## src/rtl/melody_sequencer.sv

```systemverilog
// Melody sequencer: arbitrates the tone generator between a looping alarm and a one-shot chime.
// Optional MELODY_GAP_EN inserts GAP_CYCLES of silence after every note.
module melody_sequencer #(
    parameter int BEAT_CYCLES = 12_500_000,
    parameter int GAP_CYCLES  = 2_500_000
) (
    input  logic       clk,
    input  logic       rst_n,
    input  logic       alarm_req,
    input  logic       chime_req,
    input  logic       stop,
    output logic [5:0] music,
    output logic       sound_en,
    output logic       busy,
    output logic [1:0] owner,
    output logic       done
);

`ifdef MELODY_GAP_EN
    typedef enum logic [1:0] {IDLE, LOAD, PLAY, GAP} state_t;
`else
    typedef enum logic [1:0] {IDLE, LOAD, PLAY} state_t;
`endif

    localparam logic [1:0] OWN_NONE  = 2'b00;
    localparam logic [1:0] OWN_CHIME = 2'b01;
    localparam logic [1:0] OWN_ALARM = 2'b10;
    localparam logic [5:0] REST      = 6'd63;

    // One counter serves both beats and gaps, so size it for the longer of the two.
    localparam int MAX_CNT = (15 * BEAT_CYCLES > GAP_CYCLES) ? 15 * BEAT_CYCLES : GAP_CYCLES;
    localparam int CNT_W   = $clog2(MAX_CNT + 1);

    function automatic logic [9:0] rom_entry(input logic alarm, input logic [2:0] idx);
        logic [9:0] e;
        case ({alarm, idx})
            4'b0_000: e = {6'd12, 4'd2};
            4'b0_001: e = {6'd16, 4'd2};
            4'b0_010: e = {6'd19, 4'd2};
            4'b0_011: e = {6'd24, 4'd4};
            4'b1_000: e = {6'd24, 4'd1};
            4'b1_001: e = {6'd21, 4'd1};
            4'b1_010: e = {6'd24, 4'd1};
            4'b1_011: e = {6'd21, 4'd1};
            default:  e = 10'd0;
        endcase
        return e;
    endfunction

    state_t           state;
    logic [2:0]       idx;
    logic [CNT_W-1:0] cnt;
    logic             alarm_armed;
    logic [9:0]       entry;
    logic [5:0]       note;
    logic [3:0]       dur;
    logic             alarm_start;
    logic             chime_start;
    logic             abort;

    assign entry       = rom_entry(owner[1], idx);
    assign note        = entry[9:4];
    assign dur         = entry[3:0];
    assign alarm_start = alarm_req && alarm_armed && (owner != OWN_ALARM);
    assign chime_start = chime_req && (owner == OWN_NONE) && !alarm_start;
    assign abort       = stop || ((owner == OWN_ALARM) && !alarm_req);

    always_ff @(posedge clk) begin
        if (!rst_n) begin
            state       <= IDLE;
            idx         <= 3'd0;
            cnt         <= '0;
            alarm_armed <= 1'b1;
            music       <= REST;
            sound_en    <= 1'b0;
            busy        <= 1'b0;
            owner       <= OWN_NONE;
            done        <= 1'b0;
        end else begin
            done <= 1'b0;

            // A held alarm stays silenced after stop until the request is seen low.
            if (stop && alarm_req)
                alarm_armed <= 1'b0;
            else if (!alarm_req)
                alarm_armed <= 1'b1;

            if (abort) begin
                state    <= IDLE;
                idx      <= 3'd0;
                cnt      <= '0;
                music    <= REST;
                sound_en <= 1'b0;
                busy     <= 1'b0;
                owner    <= OWN_NONE;
            end else if (alarm_start || chime_start) begin
                state    <= LOAD;
                idx      <= 3'd0;
                sound_en <= 1'b0;
                busy     <= 1'b1;
                owner    <= alarm_start ? OWN_ALARM : OWN_CHIME;
            end else begin
                case (state)
                    LOAD: begin
                        if (dur == 4'd0) begin
                            if (owner == OWN_ALARM) begin
                                idx <= 3'd0;
                            end else begin
                                state <= IDLE;
                                idx   <= 3'd0;
                                music <= REST;
                                busy  <= 1'b0;
                                owner <= OWN_NONE;
                                done  <= 1'b1;
                            end
                        end else begin
                            music    <= note;
                            sound_en <= 1'b1;
                            cnt      <= CNT_W'(int'(dur) * BEAT_CYCLES - 1);
                            state    <= PLAY;
                        end
                    end
                    PLAY: begin
                        if (cnt == '0) begin
                            sound_en <= 1'b0;
                            idx      <= idx + 3'd1;
`ifdef MELODY_GAP_EN
                            cnt      <= CNT_W'(GAP_CYCLES - 1);
                            state    <= GAP;
`else
                            state    <= LOAD;
`endif
                        end else begin
                            cnt <= cnt - 1'b1;
                        end
                    end
`ifdef MELODY_GAP_EN
                    GAP: begin
                        if (cnt == '0)
                            state <= LOAD;
                        else
                            cnt <= cnt - 1'b1;
                    end
`endif
                    default: ;
                endcase
            end
        end
    end

endmodule

```

## config.mk

```make
export PLATFORM = sky130hd
export DESIGN_NAME = melody_sequencer
export DESIGN_NICKNAME = d
export VERILOG_FILES = /design/src/rtl/melody_sequencer.sv
export SDC_FILE = /design/constraint.sdc
export NUM_CORES = 1
export LEC_CHECK = 0
export BUFFER_PORTS_ARGS = -buffer_cell sky130_fd_sc_hd__buf_2
export CORE_ASPECT_RATIO = 2
export CORE_MARGIN = 5
export CORE_UTILIZATION = 45
export DETAILED_ROUTE_END_ITERATION = 12
export PLACE_DENSITY = 0.67
export SETUP_SLACK_MARGIN = 0.3
export SYNTH_ARGS = -nofsm -noshare
export SYNTH_HDL_FRONTEND = slang
export SYNTH_SLANG_ARGS = --single-unit
```

## constraint.sdc

```tcl
create_clock -name clk -period 7.64 [get_ports clk]
set_input_delay 1.146 -clock clk [delete_from_list [all_inputs] [get_ports clk]]
set_output_delay 1.146 -clock clk [all_outputs]
set_load 0.03 [all_outputs]
```

=== Yosys cells after proc, flatten, opt, wreduce, memory -nomap -nowiden ===
Memory sizes are Yosys's and may differ from the RTL's.
Index checks and enable logic that the tools add are counted.

* Register bits after elaboration: 45
* ROM bits: 128
* Bits of input ports: 5
* Output and inout bits: 11
* Memories kept: 1

* Add/sub/neg operators: 3
* $mul: 1
* Equal/unequal tests: 14
* Mux-type cells: 27
* Bitwise logic cells: 4
* Reductions and logical operators: 27

{| class="wikitable"
|+ Memories
! name !! words !! bits a word !! rd ports !! clocked after Yosys merged registers in !! write ports !! RTL line !! source
|-
| (name not given) || 16 || 8 || 1 || 0 || 0 || 36 || <nowiki>case ({alarm, idx})</nowiki>
|}

{| class="wikitable"
|+ Operators with widths
! kind !! number
|-
| $mux 28 || 2
|-
| $pmux 28 s2 || 1
|-
| $sub 28x1->28 const B || 2
|-
| $logic_not 28->1 || 1
|-
| $mul 4x19->23 const B || 1
|-
| $reduce_and 3->1 || 6
|-
| $mux 2 || 7
|-
| $ne 2x2->1 const B || 7
|-
| $mux 6 || 2
|-
| $mux 1 || 10
|-
| $logic_and 1x1->1 || 6
|-
| $mux 3 || 2
|-
| $ne 3x3->1 const B || 2
|-
| $pmux 3 s2 || 1
|-
| $reduce_bool 2->1 || 3
|-
| $reduce_or 5->1 || 1
|-
| $eq 2x2->1 const B || 2
|-
| $logic_not 4->1 || 1
|-
| $ne 4x4->1 const B || 1
|-
| $not 1->1 || 4
|-
| $pmux 2 s2 || 1
|-
| $reduce_and 4->1 || 1
|-
| $add 3x1->3 const B || 1
|-
| $reduce_bool 3->1 || 1
|-
| 8 further kinds || 10
|}

=== Depth between registers and ports, before layout ===
* Word-level depth: 7
* Gate-level depth with buffers: 18
* Gate-level depth less buffers: 18

=== Worst setup path after synthesis ===
No wires, ideal clock.

* Path kind: register -> register
* Start point: register idx[0]
* End point: register cnt[19]
* Library setup time: 0.128 ns
* Arrival time: 3.886 ns
* Data required time: 7.512 ns
* Path slack: 3.627 ns
* Stages on the path, launching flop included: 18
* Path buffers: 0
* Clock period less this slack: 4.013 ns
* Cells stage by stage: dfxtp_1 ha_1 ha_1 nor2b_1 ha_1 inv_1 ha_1 ha_1 inv_1 fa_1 nand2b_1 a21oi_1 xnor2_1 or2_2 nor4b_1 xnor2_1 a221oi_1 nor2_1

* Longest elaborated chain between the ends: 5
* Elaborated cells on any way between the ends: 8

{| class="wikitable"
|+ RTL lines
! item !! RTL line !! source
|-
| start: declaration || 51 || <nowiki>logic [2:0] idx;</nowiki>
|-
| start signal: assignment || 126 || <nowiki>idx <= idx + 3'd1;</nowiki>
|-
| $mem_v2 16x8 * || n/a ||
|-
| $mul 4x19->23 || 119 || <nowiki>cnt <= CNT_W'(int'(dur) * BEAT_CYCLES - 1);</nowiki>
|-
| $sub 28x1->28 || 119 ||
|-
| $mux 28 || 105 || <nowiki>if (dur == 4'd0) begin</nowiki>
|-
| $pmux 28 s2 || 103 || <nowiki>case (state)</nowiki>
|-
| end signal: assignment || 119 ||
|-
| end signal: assignment || 134 || <nowiki>cnt <= cnt - 1'b1;</nowiki>
|-
| end: declaration || 52 || <nowiki>logic [CNT_W-1:0] cnt;</nowiki>
|}

Mark *: on every way between the ends. The rest lies on a longest branch, timed or not. The select of a mux whose other input is x is not followed.
A chain may end at the register's enable or synchronous reset.

=== Worst setup path in the final report ===
Ends and elaborated chain as after synthesis.

==> flow_summary_export.csv <==
group,metric,value,unit
sta,period_share,0.5918,
pwr,p_seq_frac,0.391,
cells_and_area,final_area,3700,sq um
yosys,ys_async_sr_fraction,0,
global_route,grt_max_degree,29,
cts,cts.root.buffer_cell,"clkbuf_16",
pwr,switching_share,0.3269,
route,drt_iter0_drc,255,
yosys,synth-edff-count,0,
route,wl,8.839,mm
yosys,yosysTopAreaCellShare,0.2642,
critical_path,critPathCaptureType,"register",
critical_path,path_max_fanout,7,
cells_and_area,fillers,749,
placed_design,gp_congestion,0.8538,
yosys,ys.warnings.count,0,
critical_path,reg2reg_to,"cnt[19]",
sta,clock.fmax,221.2,MHz
cts,cts_buffers,5,
yosys,synth_xor_area_frac,0.05615,
placed_design,placed_cell_area,3553,sq um
floorplanning,fp.dieH,133.1,um
yosys,synth_seq_cells,45,
critical_path,slowest_delay,0.47,ns
cells_and_area,antenna_cells,0,
sta,slew_headroom,0.4251,
placed_design,dp_cells,553,
pwr,power_switching,0.2050,mW
route,wl_per_cell,15.76,um
sta,fin_setup_tns,0,ns
sta,layout_setup_ws,3.119,ns
cells_and_area,layout.area.seq,900.9,sq um
critical_path,r2r_setup_slack,3.12,ns
cells_and_area,multi_input_area,2328,sq um
yosys,yosysSeqAreaShare,0.2642,
sta,tightest_slew,0.8489,ns
route,antenna_left,0,
critical_path,startpoint_type,"register",
cts,clk_latency,0.30,ns
pwr,p_leak,1.388,nW
yosys,syn_avg_cell_area,7.428,sq um
sta,rsz0062_at_grt,"no",
yosys,synth_compound_area_frac,0.2407,
critical_path,critical_path_depth,17,
cts,clockBufferDepth,2,
yosys,synth_top_family_by_area,"simple AND/OR/NAND/NOR gates",
cells_and_area,nets,497,
critical_path,startpoint,"idx[0]",
critical_path,cpMostUsedCell,"ha_1",
yosys,synthAdderAreaFrac,0.09761,
route,viasPerCell,5.941,
yosys,yosys.area_share.simple,0.2833,
run,max_cap_violations,0,
placed_design,dpl.hpwl,6.531,mm
cts,cts_tree,"built",
cts,postCtsHoldBufs,0,
cts,htreeDepth,2,
cts,cts_resized,0,
cells_and_area,final_cells,561,
sta,period_minus_slack,4.521,ns
yosys,synthMuxAreaShare,0.002936,
floorplanning,pin_count,16,
floorplanning,start_util,0.4553,
critical_path,path_buf_inv,2,
sta,setup_viol,0,
critical_path,worst_r2r_path_depth,17,
cells_and_area,drive_gt1_frac,0.1028,
pwr,ir_drop,0.0001665,V
route,drc,0,
pwr,power_frac_clock,0.352,
pwr,pwr-share-comb,0.257,
global_route,antenna_found_initial,0,
yosys,netlist_area,3410,sq um
placed_design,dp_slack,3.180,ns
route,vias,3333,
floorplanning,rows,45,
yosys,synth_common_cells,"a21oi_1, dfxtp_1, nand2_1, nor2_1, o21ai_0",
floorplanning,design.core.area,7488,sq um
critical_path,worstPathArrival,4.71,ns
route,first_pass_iters,5,
placed_design,io_buffers,15,
global_route,grt-ovfl-total,0,
sta,hold_viol_final,0,
cells_and_area,syn2layout_area_growth,8.514,%
cts,cts_setup_buffers,0,
floorplanning,die_area,9523,sq um
pwr,internal-power,0.4219,mW
yosys,synthCells,459,
critical_path,crit_chain,"ha_1 -> ha_1 -> nor2b_1 -> ha_1 -> inv_1 -> ha_1 -> ha_1 -> inv_1 -> fa_1 -> nand2b_1 -> a21oi_1 -> xnor2_1 -> or2_2 -> nor4b_1 -> xnor2_1 -> a221oi_1 -> nor2_1",
cts,cts_sinks,45,
worst_hold_path,hold_class,"reg -> reg",
sta,slew_viol_final,0,
global_route,grt_pass1_wl,14.48,mm
critical_path,cp-endpoint,"cnt[19]",
yosys,synth_area_leaders,"dfxtp_1, ha_1, a21oi_1",
cts,clk_pin_slew,0.08,ns
pwr,power.density,169.4,nW/um^2
sta,finClkSkew,0.01529,ns
critical_path,path_class,"reg -> reg",
worst_hold_path,min_from,"busy",
yosys,synth_nets,490,
yosys,synth_ff_type,"dfxtp_1",
critical_path,rr_startpoint,"idx[0]",
outcome,status,"finished, final reports clean",
critical_path,crit_path_top_delay_cell,"nor4b_1",
floorplanning,die_width,71.55,um
critical_path,cp_data_required_time,7.82,ns
critical_path,critPathTopFamily,"adder cells",
yosys,synth_top_area_cell,"dfxtp_1",
yosys,synth.distinct_cells,58,
global_route,grt_pass1_vias,3056,
global_route,grt_usage,0.1869,
power by group through the flow:
stage	clock network [mW]	logic, mW	registers [mW]
floorplan	0	0.121	0.252
global placement	0	0.158	0.250
CTS	0.224	0.159	0.245
finish	0.221	0.161	0.245
global route	0.233	0.177	0.246
detailed placement	0	0.158	0.250
cell families after synthesis:
group           count (synthesis)
compound gates                133
xor+xnor                       21
fa+ha+maj                      26
buf+inv                        46
flops                          45
mux                             1
other cells                     1
simple gates                  186
area by class of cell:
cell class	instances	area share
clock buffer	5	0.03382
clock inverter	3	0.005749
inverter	27	0.02739
multi-input combinational	368	0.6294
sequential	45	0.2435
tap	94	0.03179
timing repair buffer	19	0.02841
how the worst min path moves through the flow:
stage,to,slack [ns],depth (start not counted)
after floorplan,cnt[24],0.43,2
after global placement,music[2],0.45,2
after detailed placement,sound_en,0.45,2
after CTS,sound_en,0.46,2
after global routing,sound_en,0.49,2
final,busy,0.46,2
flip-flops by register name, indices dropped and copies added (netlist names):
name and flops:
state 2, busy 1, cnt 28, owner 2, alarm_armed 1, music 6, idx 3, done 1
sound_en 1
cell usage in the layout (no fill, tap or decap), types with 2 or more instances in the layout:
master / count
a32oi_1: 2
or4_4: 4
a221oi_1: 2
nand3_1: 22
nand4_1: 8
buf_2: 15
or3_1: 4
and2_1: 6
xnor2_1: 19
a22oi_1: 4
a211oi_1: 13
nand2_2: 2
inv_1: 26
nor2b_1: 8
nor4_1: 9
buf_4: 4
o32ai_1: 2
o21ai_0: 31
a21oi_1: 45
nand2_1: 42
nand2b_1: 5
clkbuf_16: 5
and3_1: 2
nor4b_1: 4
ha_1: 25
nor2_1: 42
nor3_1: 15
o31ai_1: 3
a21o_1: 6
a31oi_1: 6
o211ai_1: 5
or2_2: 6
o22ai_1: 2
dfxtp_1: 45
routing by layer:
metal	vias up	global-route usage	wire, um
li1	1677	-	-
met1	1548	0.2361	3876
met2	97	0.3222	4431
met3	11	0.02644	356
met4	0	0.05753	174
met5	-	0	0
worst min-delay path, delay by kind of cell (launching register included):
kind / cells / cell delay (ns)
compound gates: 1 / 0.05
flops: 1 / 0.31
simple gates: 1 / 0.05
metrics by stage:
stage | power [mW] | utilization | hold slack [ns]
2_1_floorplan | 0.3727 | - | 0.4319
3_3_place_gp | 0.4085 | 0.4745 | 0.4450
3_5_place_dp | 0.4082 | 0.4745 | 0.4486
4_1_cts | 0.6277 | 0.4941 | 0.4569
5_1_grt | 0.6556 | 0.4941 | 0.4933
6_report | 0.6269 | 0.4941 | 0.4551
Note: power is estimated with default switching activity, not from simulation.
